`config.mk`:
```
export PLATFORM = sky130hd
export DESIGN_NAME = uart_tx_ctrl
export DESIGN_NICKNAME = d
export VERILOG_FILES = /design/src/rtl/uart_pkg.sv /design/src/rtl/uart_baud_cnt.sv /design/src/rtl/uart_tx_ctrl.sv
export SDC_FILE = /design/constraint.sdc
export NUM_CORES = 1
export LEC_CHECK = 0
export ABC_CLOCK_PERIOD_IN_PS = 1450
export CORE_ASPECT_RATIO = 0.75
export CORE_UTILIZATION = 48
export DETAILED_ROUTE_END_ITERATION = 7
export PLACE_DENSITY = 0.74
export REMOVE_ABC_BUFFERS = 1
export SLEW_MARGIN = 20
export SYNTH_ARGS = -nofsm -noshare
export SYNTH_HDL_FRONTEND = slang
export SYNTH_SLANG_ARGS = --single-unit
```
`constraint.sdc`:
```
create_clock -name clk -period 1.45 [get_ports clk]
set_input_delay 0.29 -clock clk [delete_from_list [all_inputs] [get_ports clk]]
set_output_delay 0.29 -clock clk [all_outputs]
set_load 0.01 [all_outputs]
```
`src/rtl/uart_pkg.sv`:
```
// Shared UART definitions: FSM encoding, parity modes, legal parameter ranges.
package uart_pkg;

  // Transmit/receive frame phases
  typedef enum logic [2:0] {
    IDLE   = 3'd0,
    START  = 3'd1,
    DATA   = 3'd2,
    PARITY = 3'd3,
    STOP   = 3'd4
  } uart_state_e;

  // Parity mode selectors
  localparam bit PAR_EVEN = 1'b0;
  localparam bit PAR_ODD  = 1'b1;

  // Legal parameter ranges
  localparam int unsigned DATA_W_MIN       = 5;
  localparam int unsigned DATA_W_MAX       = 9;
  localparam int unsigned STOP_BITS_MIN    = 1;
  localparam int unsigned STOP_BITS_MAX    = 2;
  localparam int unsigned CLKS_PER_BIT_MIN = 2;

  // Parity over a zero-extended data word; zero padding does not change the XOR
  function automatic logic calc_parity(input logic [DATA_W_MAX-1:0] data,
                                       input logic                  odd);
    return (^data) ^ odd;
  endfunction

endpackage

```
`src/rtl/uart_baud_cnt.sv`:
```
// Bit-period counter: counts 0..CLKS_PER_BIT-1, ticks on the last count, held at 0 by clr.
module uart_baud_cnt #(
  parameter int unsigned CLKS_PER_BIT = 16
) (
  input  logic clk,
  input  logic rstn,
  input  logic clr,
  output logic tick_c
);

  localparam int unsigned     CNT_W   = (CLKS_PER_BIT > 1) ? $clog2(CLKS_PER_BIT) : 1;
  localparam logic [CNT_W-1:0] CNT_MAX = CNT_W'(CLKS_PER_BIT - 1);

  logic [CNT_W-1:0] cnt_q;
  logic [CNT_W-1:0] cnt_d;

  // Next count: clear, wrap at the bit boundary, otherwise increment
  always_comb begin
    cnt_d = cnt_q;
    if (clr || (cnt_q == CNT_MAX)) begin
      cnt_d = '0;
    end else begin
      cnt_d = cnt_q + CNT_W'(1);
    end
  end

  // Count register
  always_ff @(posedge clk or negedge rstn) begin
    if (!rstn) begin
      cnt_q <= '0;
    end else begin
      cnt_q <= cnt_d;
    end
  end

  // Bit boundary marker
  assign tick_c = !clr && (cnt_q == CNT_MAX);

endmodule

```
`src/rtl/uart_tx_ctrl.sv`:
```
// UART transmit controller: valid/ready word intake, framing FSM, registered serial output.
module uart_tx_ctrl
  import uart_pkg::*;
#(
  parameter int unsigned DATA_W       = 8,
  parameter int unsigned PARITY_EN    = 1,
  parameter int unsigned PARITY_ODD   = 0,
  parameter int unsigned STOP_BITS    = 1,
  parameter int unsigned CLKS_PER_BIT = 16
) (
  input  logic              clk,
  input  logic              rstn,
  input  logic              tx_valid,
  input  logic [DATA_W-1:0] tx_data,
  output logic              tx_ready,
  output logic              tx,
  output logic              tx_busy,
  output logic              tx_done
);

  localparam int unsigned BIT_W    = $clog2(DATA_W + 1);
  localparam logic        PAR_MODE = (PARITY_ODD != 0) ? PAR_ODD : PAR_EVEN;

  // Elaboration-time parameter legality
  if ((DATA_W < DATA_W_MIN) || (DATA_W > DATA_W_MAX)) begin : g_bad_data_w
    $fatal(1, "uart_tx_ctrl: DATA_W=%0d outside %0d..%0d", DATA_W, DATA_W_MIN, DATA_W_MAX);
  end
  if ((STOP_BITS < STOP_BITS_MIN) || (STOP_BITS > STOP_BITS_MAX)) begin : g_bad_stop_bits
    $fatal(1, "uart_tx_ctrl: STOP_BITS=%0d outside %0d..%0d", STOP_BITS, STOP_BITS_MIN, STOP_BITS_MAX);
  end
  if (CLKS_PER_BIT < CLKS_PER_BIT_MIN) begin : g_bad_clks_per_bit
    $fatal(1, "uart_tx_ctrl: CLKS_PER_BIT=%0d below %0d", CLKS_PER_BIT, CLKS_PER_BIT_MIN);
  end
  if (PARITY_EN > 1) begin : g_bad_parity_en
    $fatal(1, "uart_tx_ctrl: PARITY_EN=%0d must be 0 or 1", PARITY_EN);
  end
  if (PARITY_ODD > 1) begin : g_bad_parity_odd
    $fatal(1, "uart_tx_ctrl: PARITY_ODD=%0d must be 0 or 1", PARITY_ODD);
  end

  uart_state_e       state_q;
  uart_state_e       state_d;
  logic [DATA_W-1:0] shift_q;
  logic [DATA_W-1:0] shift_d;
  logic              par_q;
  logic              par_d;
  logic [BIT_W-1:0]  bit_cnt_q;
  logic [BIT_W-1:0]  bit_cnt_d;
  logic              tx_q;
  logic              tx_d;
  logic              ready_q;
  logic              ready_d;
  logic              busy_q;
  logic              busy_d;
  logic              done_q;
  logic              done_d;

  logic              transfer_c;
  logic              tick_c;
  logic              baud_clr_c;
  logic              last_data_bit_c;
  logic              last_stop_bit_c;

  // Handshake and bit-position decodes
  assign transfer_c      = tx_valid && ready_q;
  assign baud_clr_c      = (state_q == IDLE);
  assign last_data_bit_c = (bit_cnt_q == BIT_W'(DATA_W - 1));
  assign last_stop_bit_c = (bit_cnt_q == BIT_W'(STOP_BITS - 1));

  // Bit-period timing; held cleared while idle so a frame starts on a fresh count
  uart_baud_cnt #(
    .CLKS_PER_BIT (CLKS_PER_BIT)
  ) u_baud_cnt (
    .clk    (clk),
    .rstn   (rstn),
    .clr    (baud_clr_c),
    .tick_c (tick_c)
  );

  // FSM state register
  always_ff @(posedge clk or negedge rstn) begin
    if (!rstn) begin
      state_q <= IDLE;
    end else begin
      state_q <= state_d;
    end
  end

  // FSM next state: advance one frame phase per bit boundary
  always_comb begin
    state_d = state_q;
    case (state_q)
      IDLE: begin
        if (transfer_c) state_d = START;
      end
      START: begin
        if (tick_c) state_d = DATA;
      end
      DATA: begin
        if (tick_c && last_data_bit_c) state_d = (PARITY_EN != 0) ? PARITY : STOP;
      end
      PARITY: begin
        if (tick_c) state_d = STOP;
      end
      STOP: begin
        if (tick_c && last_stop_bit_c) state_d = IDLE;
      end
      default: state_d = IDLE;
    endcase
  end

  // Datapath next values: word/parity capture on transfer, shift and bit count per boundary
  always_comb begin
    shift_d   = shift_q;
    par_d     = par_q;
    bit_cnt_d = bit_cnt_q;
    if (transfer_c) begin
      shift_d   = tx_data;
      par_d     = calc_parity(DATA_W_MAX'(tx_data), PAR_MODE);
      bit_cnt_d = '0;
    end else if (tick_c) begin
      case (state_q)
        DATA: begin
          shift_d   = shift_q >> 1;
          bit_cnt_d = last_data_bit_c ? '0 : bit_cnt_q + BIT_W'(1);
        end
        STOP: begin
          bit_cnt_d = last_stop_bit_c ? '0 : bit_cnt_q + BIT_W'(1);
        end
        default: begin
          bit_cnt_d = bit_cnt_q;
        end
      endcase
    end
  end

  // FSM outputs, decoded from the next state so the registers line up with the state
  always_comb begin
    tx_d    = 1'b1;
    ready_d = 1'b0;
    busy_d  = 1'b0;
    done_d  = 1'b0;
    case (state_d)
      IDLE: begin
        ready_d = 1'b1;
        done_d  = (state_q == STOP);
      end
      START: begin
        tx_d   = 1'b0;
        busy_d = 1'b1;
      end
      DATA: begin
        tx_d   = shift_d[0];
        busy_d = 1'b1;
      end
      PARITY: begin
        tx_d   = par_d;
        busy_d = 1'b1;
      end
      STOP: begin
        busy_d = 1'b1;
      end
      default: begin
        tx_d = 1'b1;
      end
    endcase
  end

  // Datapath and output registers; reset forces the line high immediately
  always_ff @(posedge clk or negedge rstn) begin
    if (!rstn) begin
      shift_q   <= '0;
      par_q     <= 1'b0;
      bit_cnt_q <= '0;
      tx_q      <= 1'b1;
      ready_q   <= 1'b0;
      busy_q    <= 1'b0;
      done_q    <= 1'b0;
    end else begin
      shift_q   <= shift_d;
      par_q     <= par_d;
      bit_cnt_q <= bit_cnt_d;
      tx_q      <= tx_d;
      ready_q   <= ready_d;
      busy_q    <= busy_d;
      done_q    <= done_d;
    end
  end

  assign tx       = tx_q;
  assign tx_ready = ready_q;
  assign tx_busy  = busy_q;
  assign tx_done  = done_q;

endmodule

```
* Word level (Yosys, flattened, before mapping)
Index checks and enable logic that the tools add are counted.
** Storage, ports and cells
- Bits in registers :: 24
- Output and inout port bits :: 4
- Bits of input ports :: 11
- Logic and storage cells :: 58
** Operators by class
- Eq/ne operators :: 10
- Mux-type cells :: 20
- Add/sub/neg operators :: 2
- Reduce and logical (&&, ||, !) cells :: 16
** Operators with widths (number)
- 8-bit two-way mux :: 3
- 4-bit two-way mux :: 5
- 3-bit two-way mux :: 5
- 3-bit case mux with 5 select lines :: 1
- 3-bit by 2-bit equality test with 1-bit output (second input constant) :: 4
- 9-bit XOR reduction :: 1
- 4-bit by 1-bit adder with 4-bit output (second input constant) :: 2
- 4-bit case mux with 2 select lines :: 1
- 3-bit by 1-bit equality test with 1-bit output (second input constant) :: 2
- 3-bit equality test (second input constant) :: 2
- 3-bit logical NOT :: 2
- 4-bit by 3-bit equality test with 1-bit output (second input constant) :: 1
- 4-bit equality test (second input constant) :: 1
- 1-bit logical AND :: 4
- 4-bit logical NOT :: 1
- 1-bit two-way mux :: 4
- 2-bit AND reduction :: 2
- 2-bit nonzero test :: 2
- 4-bit OR reduction :: 1
- 1-bit case mux with 3 select lines :: 1
- 3-bit nonzero test :: 1
- 1-bit logical NOT :: 1
- 1-bit logical OR :: 1

* Logic depth before layout (Yosys ltp)
Gate-level depths: netlist of run 1.
- Depth in word-level cells :: 9
- Gate-level depth with buffers :: 7
- Gate-level depth less buffers :: 7

* By module
Synthesis of run 1 repeated with hierarchy kept, for this count alone.
** Unflattened totals
- Cell total of the unflattened synthesis :: 119
- Area, all modules :: 1256.2 sq um
** Modules (own cells, without submodules)
- uart_tx_ctrl :: instances 1, area each 1081.0 sq um, cells an instance 104, sequential area each 501.7 sq um
- uart_baud_cnt :: instances 1, area each 175.2 sq um, cells an instance 15, sequential area each 100.1 sq um

* Least setup slack after synthesis of run 1
Ideal clock, no wire load.
- Path type :: register -> register
- From :: register bit_cnt_q[0]
- To :: register done_q, in the netlist tx_done
- Path buffers :: 0
- Library setup time :: 0.072 ns
- Arrival time :: 1.535 ns
- Period minus slack after synthesis :: 1.608 ns
- Stages on the path, launching flop included :: 8
- Data required time :: 1.378 ns
- Slack :: -0.158 ns
- Cell sequence :: dfrtp_1 inv_1 ha_1 or3b_1 nor2_1 o22ai_1 or3_1 nor2_1
** On the way
- Word-level cells in the longest chain between the ends :: 6
- Elaborated cells on any way between the ends :: 9
- Classes of those cells :: 1 x eq/ne; 4 x mux; 4 x reduce/logical
** Ends and longest elaborated chain
- start, declared :: RTL line uart_tx_ctrl.sv:47 : logic [BIT_W-1:0] bit_cnt_q;
- start signal, assigned :: RTL line uart_tx_ctrl.sv:182 : bit_cnt_q <= bit_cnt_d;
- 4-bit by 3-bit equality test with 1-bit output or 4-bit logical NOT (tied branches) :: RTL line uart_tx_ctrl.sv:67, uart_tx_ctrl.sv:68
- 1-bit logical AND (on tied branches) :: RTL line uart_tx_ctrl.sv:100, uart_tx_ctrl.sv:106
- 3-bit two-way mux (on tied branches) :: RTL line uart_tx_ctrl.sv:100, uart_tx_ctrl.sv:106
- 3-bit case mux with 5 select lines (*) :: RTL line uart_tx_ctrl.sv:92 : case (state_q)
- via state_d[2] :: RTL line uart_tx_ctrl.sv:42 : uart_state_e state_d;
- 3-bit logical NOT (*) :: RTL line uart_tx_ctrl.sv:143 : case (state_d)
- 1-bit two-way mux (*) :: RTL line uart_tx_ctrl.sv:143
- via done_d :: RTL line uart_tx_ctrl.sv:56 : logic done_d;
- end signal, assigned :: RTL line uart_tx_ctrl.sv:186 : done_q <= done_d;
- end, declared :: RTL line uart_tx_ctrl.sv:55 : logic done_q;
The timed path passes the listed nets; every way through them passes the cells marked *.
A chain may end at the register's enable or synchronous reset.

* Worst setup path after layout of run 1
Same ends and word-level chain as after synthesis.

==> results of run 1 <==
-- through the flow --
stage	power [µW]	instances	TNS [ns]
floorplan	714	117	-1.69
finish	1120	201	-2.38
global placement	769	189	-2.68
global route	1160	201	-3.24
detailed placement	770	189	-3.58
CTS	1120	198	-1.74
-- path summary, 6_finish.rpt --
kind | start | end | slack, ns | depth (start not counted)
setup / recovery | bit_cnt_q[0] | tx_done | -0.31 | 7
hold / removal | rstn | shift_q[1] | 0.30 | 2
setup reg to reg | bit_cnt_q[0] | tx_done | -0.31 | 7
hold reg to reg | par_q | par_q | 0.52 | 2
max in group asynchronous | rstn | tx | 0.94 | 2
min in group clk | par_q | par_q | 0.52 | 2
-- synth_stat cells --
| cell type | instances | area share |
|---|---|---|
| xor2_1 | 2 | 0.015 |
| a31o_2 | 1 | 0.0073 |
| or3b_1 | 1 | 0.0073 |
| or3_1 | 2 | 0.010 |
| or2_2 | 2 | 0.010 |
| xnor2_1 | 9 | 0.065 |
| dfstp_2 | 1 | 0.022 |
| nor3_1 | 3 | 0.012 |
| o22ai_1 | 2 | 0.010 |
| nand4_1 | 1 | 0.0052 |
| and3b_1 | 1 | 0.0073 |
| o211ai_2 | 1 | 0.010 |
| a221oi_1 | 1 | 0.0073 |
| and2_1 | 2 | 0.010 |
| clkbuf_1 | 1 | 0.0031 |
| o211ai_1 | 1 | 0.0062 |
| a21oi_1 | 2 | 0.0083 |
| o311ai_0 | 1 | 0.0073 |
| nand3_2 | 1 | 0.0083 |
| nand2b_1 | 1 | 0.0052 |
| and3_1 | 2 | 0.010 |
| o21ai_0 | 7 | 0.029 |
| nand2_1 | 11 | 0.034 |
| inv_1 | 6 | 0.019 |
| dfrtp_1 | 23 | 0.48 |
| ha_1 | 3 | 0.031 |
| or3b_2 | 1 | 0.0073 |
| buf_6 | 1 | 0.0093 |
| nand3b_1 | 1 | 0.0062 |
| mux2i_1 | 8 | 0.066 |
| nand3_1 | 3 | 0.012 |
| buf_2 | 1 | 0.0041 |
| a211oi_1 | 1 | 0.0062 |
| nor2_1 | 16 | 0.050 |
-- what timing repair did --
action                     4_1_cts  5_1_grt
setup endpoints to repair       20       18
setup buffers                    5        3
resized for setup               37       13
pin swaps                       10        5
-- layout make-up --
type                            count  area, µm²
Clock buffer                        4       36.3
Fill cell                         163        518
Inverter                            6       22.5
Multi-Input combinational cell     87        717
Sequential cell                    24        602
Tap cell                           34       42.5
Timing Repair Buffer               46        408
-- per-layer routing --
metal | track usage | vias up | wire length (µm) | share of wire
li1 | - | 506 | - | -
met1 | 0.294 | 502 | 1260 | 0.43
met2 | 0.407 | 25 | 1490 | 0.51
met3 | 0.0597 | 8 | 106 | 0.036
met4 | 0.0744 | 0 | 59 | 0.020
met5 | 0 | - | 0 | 0
-- sequential cells by signal (all words and copies together), names as in the netlist --
name and cells:
bit_cnt_q 4, par_q 1, shift_q 8, state_q 3
tx 1, tx_busy 1, tx_done 1, tx_ready 1
u_baud_cnt.cnt_q 4
-- worst register-to-register path: stages, from the launching register on --
cell	delay, ns
dfrtp_1	0.40
inv_1	0.07
ha_2	0.17
or3b_4	0.40
nor2_4	0.10
o22ai_2	0.07
or3_4	0.39
nor2_2	0.10
-- where the power goes --
part / internal (µW) / switching [µW] / leakage [µW] / total [µW]
combinational: 51.8 / 36.3 / 0.000548 / 88.1
clock: 154 / 206 / 0.0000210 / 360
sequential: 669 / 0 / 0.000291 / 669
-- cell families (layout without fill, tap and decap cells) --
kind of cell               after synthesis  in the layout  share of synthesized area
AOI/OAI and AO/OA                       17             17                     0.0922
xor gates and xnor gates                11             11                     0.0798
adders and majority gates                3              3                     0.0311
buffers and inverters                    9             56                     0.0352
DFF                                     24             24                      0.498
muxes                                    8              8                     0.0663
and+or+nand+nor                         48             48                      0.197
==> flow_summary.toml, run 1 <==
[yosys]
netlist_area_um2 = 1210
ys_seq_elements = 24
syn_avg_cell_area_um2 = 10.1
ys.warnings.count = 0
syn_inst = 120
synth.distinct_cells = 34
yosysSeqAreaShare = 0.498

[sta]
period_minus_slack_ns = 1.76
finalMaxSlewViolations = 0
holdWs_ns = 0.295
rsz0062_at_grt = "true"
clock_skew_ns = 0.0175
setup_viol = 16
tightest_slew_ns = 0.272
slew_headroom = 0.815
fin_crit_sh = 1.21
clock.fmax_mhz = 569
finalHoldViolCount = 0
final.setup.worst_slack_ns = -0.308

[worst_setup_path]
path_cells = "inv_1 > ha_2 > or3b_4 > nor2_4 > o22ai_2 > or3_4 > nor2_2"
worst-setup-path-type = "reg -> reg"
cp_top_family = "simple AND/OR/NAND/NOR gates"
end_kind = "flop"
required_ns = 1.70
path_max_fanout = 3
cp_slowest_cell = "dfrtp_1"
critPathArrivalTime_ns = 2.01
max_stage_delay_ns = 0.40
crit_buf_inv = 1
cp-start-kind = "flop"

[floorplanning]
rows = 15
dieHeight_um = 45.4
start_util = 0.515
dieArea_um2 = 2720
fp.coreArea_um2 = 2350
fp.dieW_um = 59.9
io-pin-count = 15

[cells_and_area]
drive_gt1_frac = 0.383
layout.nets = 182
final_cell_area_um2 = 1830
syn_to_final_growth_pct = 51.4
diodes = 0
layout.cells.most_common = "buf_4"
final_cell_mix = "buf_4, dfrtp_1, nor2_1"
final_util = 0.779

[drt]
route.detailed.drc = 0
via_per_inst = 5.18
dr.pass1.iters = 4
wl_um = 2920
wl_per_cell_um = 14.5
antenna_left = 0
vias = 1041
drt_iter0_markers = 31

[placement]
dp_slack_ns = -0.319
port_buffers = 14
routabilityCongestion = 0.830
hpwl_um = 1970
placed_area_um2 = 1560

[clocking]
clk_latency_ns = 0.32
root_buffer = "clkbuf_4"
clock_path_buffers = 2
htreeDepth = 1
cts_hold_buf = 0
numCtsBuffers = 3
clock_sinks = 24
cts_tree = "yes"
clk_pin_slew_ns = 0.14

[global_routing]
grt_pass1_vias = 995
grt_pass1_wl_um = 4600
track_usage = 0.236
grt_remaining_overflow = 0
grt_max_degree = 25
grt_antenna_before_repair = 0

[status]
status = "finished with violations"
violations = "negative setup slack"

[power]
ir_drop_mv = 0.588
p_leak_uw = 0.000861
p_per_area_nw_per_um2 = 611

[run]
cap_violations = 0

[hold_path]
min_path_type = "in -> async"
Power figures use the tool's default switching activity.
==> run 2: changes to the inputs <==
Settings changed: ABC_CLOCK_PERIOD_IN_PS 1450 to 1800, CELL_PAD_IN_SITES_DETAIL_PLACEMENT from default to 0, CELL_PAD_IN_SITES_GLOBAL_PLACEMENT from default to 1, CORE_UTILIZATION 48 to 35, PLACE_DENSITY 0.74 to 0.68.
Clock period 1.45 ns to 1.8 ns, I/O delays scaled along.
==> flow_summary.toml, run 2 (synthesis gave the netlist of run 1 again) <==
[status]
status = "finished, final reports clean"

[floorplanning]
fp.coreArea_um2 = 3290
dieHeight_um = 52.9
start_util = 0.367
rows = 18
io-pin-count = 15
dieArea_um2 = 3690
fp.dieW_um = 69.8

[sta]
finalHoldViolCount = 0
finalMaxSlewViolations = 0
period_minus_slack_ns = 1.75
slew_headroom = 0.716
tightest_slew_ns = 0.421
setup-tns-final_ns = 0
clock.fmax_mhz = 571
fin_crit_sh = 0.972
clock_skew_ns = 0.00299
setup_viol = 0
rsz0062_at_grt = "true"

[placement]
hpwl_um = 1770
routabilityCongestion = 0.818
port_buffers = 14
dp.cells = 178

[clocking]
clock_path_buffers = 2
root_buffer = "clkbuf_8"
postCtsResizedCells = 0
htreeDepth = 1
clock_sinks = 24
cts_hold_buf = 0
numCtsBuffers = 3
cts_tree = "yes"
clk_latency_ns = 0.26
cts_setup_buffers = 0
clk_pin_slew_ns = 0.08

[drt]
wl_um = 2300
via_per_inst = 4.91
route.detailed.drc = 0
dr.pass1.iters = 4
drt_iter0_markers = 43
wl_per_cell_um = 12.7
vias = 893
antenna_left = 0

[cells_and_area]
layout.cells.most_common = "dfrtp_1"
diodes = 0
final_cell_mix = "dfrtp_1, nor2_1, clkdlybuf4s50_1"
syn_to_final_growth_pct = 23.7
reg.largest.list = "shift_q (8), bit_cnt_q (4), u_baud_cnt.cnt_q (4)"
final_cells = 182
layout.nets = 157
largest_register = "shift_q"
drive_gt1_frac = 0.155
largest_reg_flops = 8

[global_routing]
track_usage = 0.141
grt_pass1_vias = 899
grt_pass1_wl_um = 3970
grt_antenna_before_repair = 0
grt_max_degree = 25
grt_remaining_overflow = 0

[run]
cap_violations = 0

[worst_setup_path]
path_max_fanout = 4
path_cells = "ha_2 > and3_1 > nand3_1 > a221oi_2 > buf_4 > nand3b_1 > o22ai_1"
cp_slowest_cell = "dfrtp_1"
worst-setup-path-type = "reg -> reg"
end_kind = "flop"
required_ns = 1.98
max_stage_delay_ns = 0.38
cp-start-kind = "flop"
critPathArrivalTime_ns = 1.93

[hold_path]
min_path_type = "in -> async"

[power]
p_leak_uw = 0.000691
ir_drop_mv = 0.388
p_per_area_nw_per_um2 = 618
==> run 2: cell types whose count changed in the layout (fill, tap and decap cells not counted), moves of 3 or more <==
cell             previous run  this run
buf_4                      27         7
buf_6                       3         0
clkbuf_4                    3         0
clkdlybuf4s50_1            10        14
dlygate4sd2_1               3         0
nor2_1                     12        15
nor2_4                      3         0
o21ai_0                     0         7
o21ai_1                     7         0
==> run 2: final timing paths <==
| check | from | endpoint | slack, ns | cells after the start |
|---|---|---|---|---|
| max | u_baud_cnt.cnt_q[0] | tx | 0.05 | 7 |
| min | rstn | shift_q[1] | 0.44 | 2 |
| max reg2reg | u_baud_cnt.cnt_q[0] | tx | 0.05 | 7 |
| min reg2reg | u_baud_cnt.cnt_q[0] | u_baud_cnt.cnt_q[0] | 0.47 | 1 |
| max in group asynchronous | rstn | tx | 1.07 | 2 |
| min in group clk | u_baud_cnt.cnt_q[0] | u_baud_cnt.cnt_q[0] | 0.47 | 1 |
==> run 2: critical path: cells and delay by family (launching register included) <==
kind | cells | cell delay, ns
DFF | 1 | 0.38
AOI/OAI and AO/OA | 2 | 0.44
and+or+nand+nor | 3 | 0.43
buffers and inverters | 1 | 0.17
adders and majority gates | 1 | 0.23
==> run 2: stage by stage <==
step | worst slack (ns) | total power (µW) | hold WS (ns) | instance area [µm²] | util
CTS | 0.0126 | 938 | 0.453 | 1480 | 0.449
global route | -0.0220 | 975 | 0.480 | 1490 | 0.454
global placement | -0.0117 | 616 | 0.448 | 1430 | 0.435
finish | 0.0501 | 924 | 0.444 | 1490 | 0.454
floorplan | 0.134 | 575 | 0.0644 | 1190 | -
detailed placement | -0.0619 | 616 | 0.462 | 1430 | 0.435
==> run 2: cell type report <==
class	instances	area, µm²
timing repair buffer	21	193
tap	40	50.0
fill	312	1790
sequential	24	602
multi-input combinational	87	582
clock buffer	4	45.0
inverter	6	22.5
==> run 2: layer usage <==
metal,GRT usage,routed length (µm)
met5,0,0
met4,0.0200,4
met3,0.0476,80
met2,0.236,1030
met1,0.183,1180
==> run 2: power breakdown <==
group	internal (µW)	switching [µW]	leakage [µW]
Sequential	539	0	0.000291
Combinational	37.3	27.0	0.000377
Clock	158	163	0.0000228
Total	734	190	0.000691
==> run 3: changes to the inputs <==
Settings changed: ABC_CLOCK_PERIOD_IN_PS 1800 to 2000, CTS_BUF_LIST from default to sky130_fd_sc_hd__clkbuf_8.
Clock period 1.8 ns to 2 ns, I/O delays scaled along.
==> flow_summary.toml, run 3 (synthesis gave the netlist of run 1 again) <==
[status]
status = "finished, final reports clean"

[placement]
routabilityCongestion = 0.823
hpwl_um = 1720
dp_slack_ns = 0.114
port_buffers = 14

[sta]
final.setup.worst_slack_ns = 0.240
fin_crit_sh = 0.880
period_minus_slack_ns = 1.76
holdWs_ns = 0.466
clock_skew_ns = 0.00719
finalMaxSlewViolations = 0
clock.fmax_mhz = 568
setup-tns-final_ns = 0
slew_headroom = 0.732
tightest_slew_ns = 0.399
finalHoldViolCount = 0
rsz0062_at_grt = "false"
setup_viol = 0

[worst_setup_path]
cpMostUsedCell = "nor2_1"
max_stage_delay_ns = 0.42
worst-setup-path-type = "reg -> reg"
crit_buf_inv = 1
path_max_fanout = 4
end_kind = "flop"
critPathArrivalTime_ns = 1.96
cp_top_family = "simple AND/OR/NAND/NOR gates"
required_ns = 2.20
cp-start-kind = "flop"
path_cells = "inv_1 > ha_1 > or3b_1 > nor2_1 > o22ai_1 > or3_1 > nor2_1"
cp_slowest_cell = "dfrtp_1"

[clocking]
clk_latency_ns = 0.27
cts_setup_buffers = 0
clk_pin_slew_ns = 0.09
root_buffer = "clkbuf_8"
htreeDepth = 1
numCtsBuffers = 3
clock_sinks = 24
cts_hold_buf = 0
cts_tree = "yes"
clock_path_buffers = 2
postCtsResizedCells = 0

[floorplanning]
start_util = 0.367
dieHeight_um = 52.9
rows = 18
fp.dieW_um = 69.8
fp.coreArea_um2 = 3290
io-pin-count = 15
dieArea_um2 = 3690

[global_routing]
grt_remaining_overflow = 0
grt_max_degree = 25
grt_antenna_before_repair = 0
grt_pass1_wl_um = 3920
grt_pass1_vias = 862
track_usage = 0.140

[cells_and_area]
syn_to_final_growth_pct = 22.2
diodes = 0
nFillCells = 316
drive_gt1_frac = 0.121
largest_register = "shift_q"
reg.largest.list = "shift_q (8), bit_cnt_q (4), u_baud_cnt.cnt_q (4)"
layout.nets = 155
final_cell_mix = "dfrtp_1, nor2_1, clkdlybuf4s50_1"
largest_reg_flops = 8
layout.cells.most_common = "dfrtp_1"

[drt]
route.detailed.drc = 0
wl_um = 2240
via_per_inst = 4.83
antenna_left = 0
wl_met1_um = 1170
vias = 869
wl_met3_um = 83
wl_per_cell_um = 12.5
top_layer_used = "met4"
dr_wl_met2_um = 984
dr.pass1.iters = 4
drt_iter0_markers = 21

[power]
ir_drop_mv = 0.361
p_leak_uw = 0.000694
p_per_area_nw_per_um2 = 592

[hold_path]
min_path_type = "reg -> reg"

[run]
cap_violations = 0
run 3: cell count changes in the layout (fill, tap and decap cells not counted):
cell      before  now
a221oi_2       1    0
or3b_4         1    0
nor2_1        15   16
clkbuf_1       1    0
clkbuf_8       3    4
buf_4          7    5
a221oi_1       0    1
nor2_2         1    0
or3b_1         0    1
ha_2           1    0
ha_1           2    3
run 3: cell type report:
type / instances / area, µm² / share of cell area
multi-input cells: 87 / 568 / 0.385
repair buffers: 19 / 178 / 0.120
inverters: 6 / 22.5 / 0.0153
well taps: 40 / 50.0 / 0.0339
flip-flops and latches: 24 / 602 / 0.408
clock buffers: 4 / 55.1 / 0.0373
run 3: report_power, final:
group	internal, µW	total [µW]	switching [µW]
combinational	33.6	58.6	25.0
sequential	485	485	0
clock	176	329	153
run 3: worst reg2reg max path, delay by kind of cell, from the launching register on:
| family | cells | cell delay, ns |
|---|---|---|
| simple gates | 4 | 0.99 |
| flops | 1 | 0.42 |
| fa+ha+maj | 1 | 0.13 |
| compound gates | 1 | 0.08 |
| buf+inv | 1 | 0.07 |
run 3: through the flow:
stage | utilization | cell area (µm²) | power (µW) | cells
finish | 0.449 | 1480 | 873 | 180
detailed placement | 0.430 | 1420 | 554 | 176
CTS | 0.447 | 1470 | 887 | 180
global placement | 0.430 | 1420 | 554 | 176
global route | 0.449 | 1480 | 913 | 180
floorplan | - | 1190 | 518 | 117
run 3: worst paths after layout:
check                               startpoint  slack (ns)                  end  depth (start not counted)
hold / removal             u_baud_cnt.cnt_q[0]        0.47  u_baud_cnt.cnt_q[0]                          1
setup reg to reg                  bit_cnt_q[0]        0.24              tx_done                          7
max in group asynchronous                 rstn        1.24                   tx                          2
min in group asynchronous                 rstn        0.48           shift_q[2]                          2
hold reg to reg            u_baud_cnt.cnt_q[0]        0.47  u_baud_cnt.cnt_q[0]                          1
setup / recovery                  bit_cnt_q[0]        0.24              tx_done                          7
run 3: metal layers:
| metal | vias to the layer above | GRT usage |
|---|---|---|
| li1 | 449 | - |
| met1 | 407 | 0.188 |
| met2 | 11 | 0.221 |
| met3 | 2 | 0.0476 |
| met4 | 0 | 0.0300 |
| met5 | - | 0 |
